==> src/rtl/fetch_ctrl.sv <==
// Fetch controller: boot loader sequencing, PC stall/redirect arbitration and pending redirects.
// Optional performance counters are built only when FETCH_CTRL_PERF_EN is defined.
module fetch_ctrl (
    input  logic        clk,
    input  logic        rst,
    input  logic        boot_req,
    input  logic [15:0] boot_len,
    input  logic        boot_valid,
    output logic        boot_ready,
    output logic        bmem_we,
    output logic [31:0] bmem_addr,
    input  logic        imem_busy,
    input  logic        hazard_stall,
    input  logic        halt,
    input  logic        trap,
    input  logic [31:0] trap_vec,
    input  logic        ex_br_taken,
    input  logic [31:0] ex_br_addr,
    input  logic        id_jmp,
    input  logic [31:0] id_jmp_addr,
    output logic        pc_stall,
    output logic        pc_flow_change,
    output logic [31:0] pc_br_addr,
    output logic        pc_boot_en,
    output logic        flush_if,
    output logic        flush_id,
    output logic        if_valid,
    output logic [1:0]  state,
    output logic [31:0] perf_stall_cnt,
    output logic [31:0] perf_redir_cnt
);

    typedef enum logic [1:0] {
        S_IDLE = 2'd0,
        S_BOOT = 2'd1,
        S_RUN  = 2'd2,
        S_HALT = 2'd3
    } state_e;

    localparam logic [1:0] RANK_NONE = 2'd0;
    localparam logic [1:0] RANK_JMP  = 2'd1;
    localparam logic [1:0] RANK_BR   = 2'd2;
    localparam logic [1:0] RANK_TRAP = 2'd3;

    state_e      state_q, state_d;
    logic [15:0] cnt_q, cnt_d;
    logic [15:0] len_q, len_d;
    logic [31:0] addr_q, addr_d;
    logic        pend_valid_q, pend_valid_d;
    logic [1:0]  pend_rank_q, pend_rank_d;
    logic [31:0] pend_addr_q, pend_addr_d;

    logic [1:0]  new_rank;
    logic [31:0] new_addr;
    logic        new_valid;
    logic        new_wins;
    logic        issue_slot;
    logic        issue_new;
    logic        issue_pend;
    logic        latch_ok;

    always_comb begin
        new_rank = RANK_NONE;
        new_addr = '0;
        if (trap) begin
            new_rank = RANK_TRAP;
            new_addr = trap_vec;
        end else if (ex_br_taken) begin
            new_rank = RANK_BR;
            new_addr = ex_br_addr;
        end else if (id_jmp) begin
            new_rank = RANK_JMP;
            new_addr = id_jmp_addr;
        end
    end

    // A new redirect beats a pending one only at higher or equal rank.
    assign new_valid  = (new_rank != RANK_NONE);
    assign new_wins   = new_valid && (!pend_valid_q || (new_rank >= pend_rank_q));
    assign issue_slot = (state_q == S_RUN) && !imem_busy;
    assign latch_ok   = (state_q == S_RUN) || (state_q == S_HALT);
    assign issue_new  = issue_slot && new_wins;
    assign issue_pend = issue_slot && pend_valid_q && !new_wins;

    always_ff @(posedge clk) begin
        if (rst) begin
            state_q      <= S_IDLE;
            cnt_q        <= '0;
            len_q        <= '0;
            addr_q       <= '0;
            pend_valid_q <= 1'b0;
            pend_rank_q  <= RANK_NONE;
            pend_addr_q  <= '0;
        end else begin
            state_q      <= state_d;
            cnt_q        <= cnt_d;
            len_q        <= len_d;
            addr_q       <= addr_d;
            pend_valid_q <= pend_valid_d;
            pend_rank_q  <= pend_rank_d;
            pend_addr_q  <= pend_addr_d;
        end
    end

    always_comb begin
        state_d      = state_q;
        cnt_d        = cnt_q;
        len_d        = len_q;
        addr_d       = addr_q;
        pend_valid_d = pend_valid_q;
        pend_rank_d  = pend_rank_q;
        pend_addr_d  = pend_addr_q;

        case (state_q)
            S_IDLE: begin
                if (boot_req) begin
                    cnt_d   = '0;
                    addr_d  = '0;
                    len_d   = boot_len;
                    state_d = (boot_len == 16'd0) ? S_RUN : S_BOOT;
                end
            end
            S_BOOT: begin
                if (boot_valid) begin
                    cnt_d  = cnt_q + 16'd1;
                    addr_d = addr_q + 32'd4;
                    if (cnt_q == len_q - 16'd1) begin
                        state_d = S_RUN;
                    end
                end
            end
            S_RUN: begin
                if (halt) begin
                    state_d = S_HALT;
                end
            end
            S_HALT: begin
                if (!halt) begin
                    state_d = S_RUN;
                end
            end
            default: state_d = S_IDLE;
        endcase

        // Any issue slot consumes the pending entry; a losing new redirect is dropped.
        if (issue_slot) begin
            pend_valid_d = 1'b0;
        end else if (latch_ok && new_wins) begin
            pend_valid_d = 1'b1;
            pend_rank_d  = new_rank;
            pend_addr_d  = new_addr;
        end
    end

    always_comb begin
        boot_ready     = 1'b0;
        bmem_we        = 1'b0;
        pc_boot_en     = 1'b1;
        pc_stall       = 1'b1;
        pc_flow_change = 1'b0;
        pc_br_addr     = '0;
        flush_if       = 1'b0;
        flush_id       = 1'b0;
        if_valid       = 1'b0;
        if (!rst) begin
            boot_ready     = (state_q == S_BOOT);
            bmem_we        = (state_q == S_BOOT) && boot_valid;
            pc_boot_en     = (state_q == S_IDLE) || (state_q == S_BOOT);
            pc_flow_change = issue_new || issue_pend;
            if (issue_new) begin
                pc_br_addr = new_addr;
            end else if (issue_pend) begin
                pc_br_addr = pend_addr_q;
            end
            pc_stall = !(issue_new || issue_pend) &&
                       (imem_busy || hazard_stall || (state_q != S_RUN));
            flush_if = new_valid;
            flush_id = trap || ex_br_taken;
            if_valid = (state_q == S_RUN) && !imem_busy && !new_valid && !pend_valid_q;
        end
    end

    assign bmem_addr = addr_q;
    assign state     = state_q;

`ifdef FETCH_CTRL_PERF_EN
    logic [31:0] stall_cnt_q;
    logic [31:0] redir_cnt_q;

    always_ff @(posedge clk) begin
        if (rst) begin
            stall_cnt_q <= '0;
            redir_cnt_q <= '0;
        end else begin
            if ((state_q == S_RUN) && pc_stall) begin
                stall_cnt_q <= stall_cnt_q + 32'd1;
            end
            if (pc_flow_change) begin
                redir_cnt_q <= redir_cnt_q + 32'd1;
            end
        end
    end

    assign perf_stall_cnt = stall_cnt_q;
    assign perf_redir_cnt = redir_cnt_q;
`else
    assign perf_stall_cnt = '0;
    assign perf_redir_cnt = '0;
`endif

endmodule

==> config.mk <==
export PLATFORM = sky130hd
export DESIGN_NAME = fetch_ctrl
export DESIGN_NICKNAME = d
export VERILOG_FILES = /design/src/rtl/fetch_ctrl.sv
export SDC_FILE = /design/constraint.sdc
export NUM_CORES = 1
export LEC_CHECK = 0
export CORE_MARGIN = 1.5
export CORE_UTILIZATION = 30
export DETAILED_ROUTE_END_ITERATION = 6
export HOLD_SLACK_MARGIN = 0.15
export PLACE_DENSITY = 0.65
export SLEW_MARGIN = 20
export SYNTH_ARGS = -nofsm -noshare
export SYNTH_HDL_FRONTEND = slang
export SYNTH_SLANG_ARGS = --single-unit
==> constraint.sdc <==
create_clock -name clk -period 4.6 [get_ports clk]
set_input_delay 0.92 -clock clk [delete_from_list [all_inputs] [get_ports clk]]
set_output_delay 0.92 -clock clk [all_outputs]
set_load 0.1 [all_outputs]
==> summary.md <==
| Metric | Value |
|---|---|
| Outcome | finished clean |
| Cell Int Power | approximately 1500 uW |
| Sequential cell area fraction in the yosys report | 0.326 |
| Total iterations of the first detailed-routing run | 5 |
| HP Class | reg2reg |
| Comb power frac | 0.346 |
| Minimum clock period | ~4300 ps |
| Worst reg-to-reg path cell count | 6 |
| Initial Utilization | 0.309 |
| Row count | slightly above 50 |
| H-tree depth | 3 |
| Clock buffer depth | 2 |
| Placed Cells | about 1,200 |
| Die Height | around 150 um |
| Total GRT Usage | 0.169 |
| Flop pwr share | 0.369 |
| WP data arrival | 3390 ps |
| Synthesis-to-layout area growth | 46.6% |
| WHS Path Cells | 2 |
| Final wirelength | between 15 and 20 mm |
| CTS Buf Count | 9 |
| Switching part of the total | 0.402 |
| Final setup viols | 0 |
| Setup Skew | 8.16 ps |
| Pre-CTS setup slack | 343 ps |
| Max Cap Viol | 0 |
| EDFF count, synth | 0 |
| Fin cells | 1,263 |
| Layout net count | between 1,000 and 1,500 |
| DRC viols | 0 |
| Vias | 6,062 |
| Worst Slack Setup Final | 294 ps |
| Cell with the most instances after synthesis | nand2_1 |
| Resize count post-CTS | 0 |
| Slew @ Worst Pin | 1040 ps |
| CP Class | in2out |
| Final Cell Area | 8900 um2 |
| PD cells | 289 nW/um2 |
| Fin. max-slew vios | 0 |
| Core ar. | 19,700 um2 |
| First-pass GRT wire length | 29.1 mm |
| Post-DP Area | roughly 8600 um2 |
| Cells after Synth | 831 |
| Distinct cell type count after synthesis | 50 |
| CTS tree | yes |
| WL per Instance | 14.4 um |
| Commonest register cell after synthesis | dfxtp_1 |
| Port Buf Inserts | 193 |
| Syn Std Cell Area | around 6100 um2 |
| Hold_buf cts | 0 |
| Routed Antenna Nets | 0 |
| Vias in the first global route | 5,699 |
| # clock sinks | 99 |
| Hold Slack | 456 ps |
| Syn_area_per_cell | 7.31 um2 |
| Top cells by count, synth | nand2_1 (144), dfxtp_1 (99), nor2_1 (91) |
| Main area contributors after synthesis | dfxtp_1 (33%), nand2_1 (8.9%), a22oi_1 (8.2%) |
| Slew headroom | 0.306 |
| # IOs | 260 |
| Post-CTS setup buffers | 0 |
| Share of layout cells above drive strength 1 | 0.116 |
| CP max FO | 24 |
| NetSw | 1030 uW |
| # diodes | 0 |
| Die ar. | 21,100 um2 |
| Post-synth top area cell | dfxtp_1 |
| Critical path capture point type | output pin |
| Startpoint Class | input pin |
| Root cell of the clock tree | clkbuf_16 |
| Yosys Warn Count | 0 |
| Setup TNS | 0 ps |
| Initial DRC count | 284 |
| Fin. Hold Viols | 0 |
| Clock Power Share | 0.285 |
| Gr ovfl total | 0 |
| Clk slew on worst S/H paths | 70 ps |
| Fmax | roughly 230 MHz |
| Chip Width | roughly 150 um |
| P_leak | roughly 0.0031 uW |
| Vias per inst | between 4 and 5 |
| Peak VDD IR | about 200 uV |
| CP required | 3680 ps |
| Hpwl dp | 13.9 mm |
| Final period util | 0.936 |
| GPL Wtd Cong | 0.797 |
| RSZ-0062 raised after global routing | no |
| Number of synthesized register bits | 99 |
| Pin count of the biggest net entering global routing | 51 |
| Initial antenna violation count | 1 |
| Async SR Flop Fraction | 0 |
| Top-area cell type share of the netlist area | 0.326 |
| Worst-Skew Late Latency | 350 ps |
[path summary, 6_finish.rpt]
path             startpoint              to  slack [ps]
max             ex_br_taken  pc_br_addr[30]         290
max reg2reg        len_q[2]        state[1]        1850
min reg2reg  pend_addr_q[1]  pend_addr_q[1]         460
min          pend_addr_q[1]  pend_addr_q[1]         460
[critical path, cell delays in order]
cell             delay [ps]
clkdlybuf4s50_1         500
nor2_1                  220
inv_1                    70
ha_1                    270
o21ai_0                  70
a31oi_1                 330
and2_1                  210
buf_4                   290
a22oi_1                 180
nor2_4                  130
buf_12                  180
[power by group through the flow]
stage / Sequential (uW) / Clock [uW] / Combinational [uW]
2_1_floorplan: 987 / 0 / 676
3_3_place_gp: 970 / 0 / 885
5_1_grt: 957 / 791 / 953
4_1_cts: 950 / 755 / 894
6_report: 950 / 732 / 891
3_5_place_dp: 970 / 0 / 892
[metrics by stage]
stage	power [uW]	util
CTS	2600	0.453
finish	2570	0.453
global route	2700	0.453
global placement	1850	0.439
detailed placement	1860	0.439
floorplan	1660	-
[area by class of cell]
| cell class | instances | area (um2) |
|---|---|---|
| timing repair buffer | 209 | 2430 |
| clock inverter | 6 | 48.8 |
| sequential | 99 | 1980 |
| multi-input combinational | 660 | 3820 |
| tap | 265 | 332 |
| inverter | 14 | 52.6 |
| fill | 1975 | 10800 |
| clock buffer | 10 | 229 |
[layer usage]
metal | routed length, um | global-route usage | vias to the layer above
met5 | 13 | 0 | -
met4 | 196 | 0.0413 | 2
met3 | 1120 | 0.0406 | 15
met2 | 9270 | 0.302 | 173
met1 | 7620 | 0.201 | 2810
li1 | - | - | 3062
[registers in the layout (all words and copies together) (netlist names)]
signal and count:
pend_addr_q 32, bmem_addr 30, cnt_q 16, len_q 16, pend_rank_q 2, state 2, pend_valid_q 1
[logic make-up after synthesis]
family / Yosys count / synth area share
adders and majority gates: 5 / 0.0103
AOI/OAI and AO/OA: 197 / 0.207
and+or+nand+nor: 339 / 0.252
xor gates and xnor gates: 53 / 0.0764
other: 1 / 0.000618
buffers and inverters: 137 / 0.127
DFF: 99 / 0.326
[cells in the final DEF, fill, tap and decap left out, types with 5 or more instances in the layout]
master             n
xor2_1            38
nor2_4            31
buf_12            39
ha_1               5
clkbuf_16          9
nand2b_1           5
o21ai_0           41
nand4_1           11
and3_1             7
clkdlybuf4s50_1  151
buf_4             18
conb_1            66
nand2_1          144
nor3_1            14
xnor2_1           15
inv_1             14
nor2_1            59
a21oi_1           63
dfxtp_1           99
a22oi_1           66
or3_1             13
nor4_1             9
nand3_1           17
Note: power is estimated with default switching activity, not from simulation.
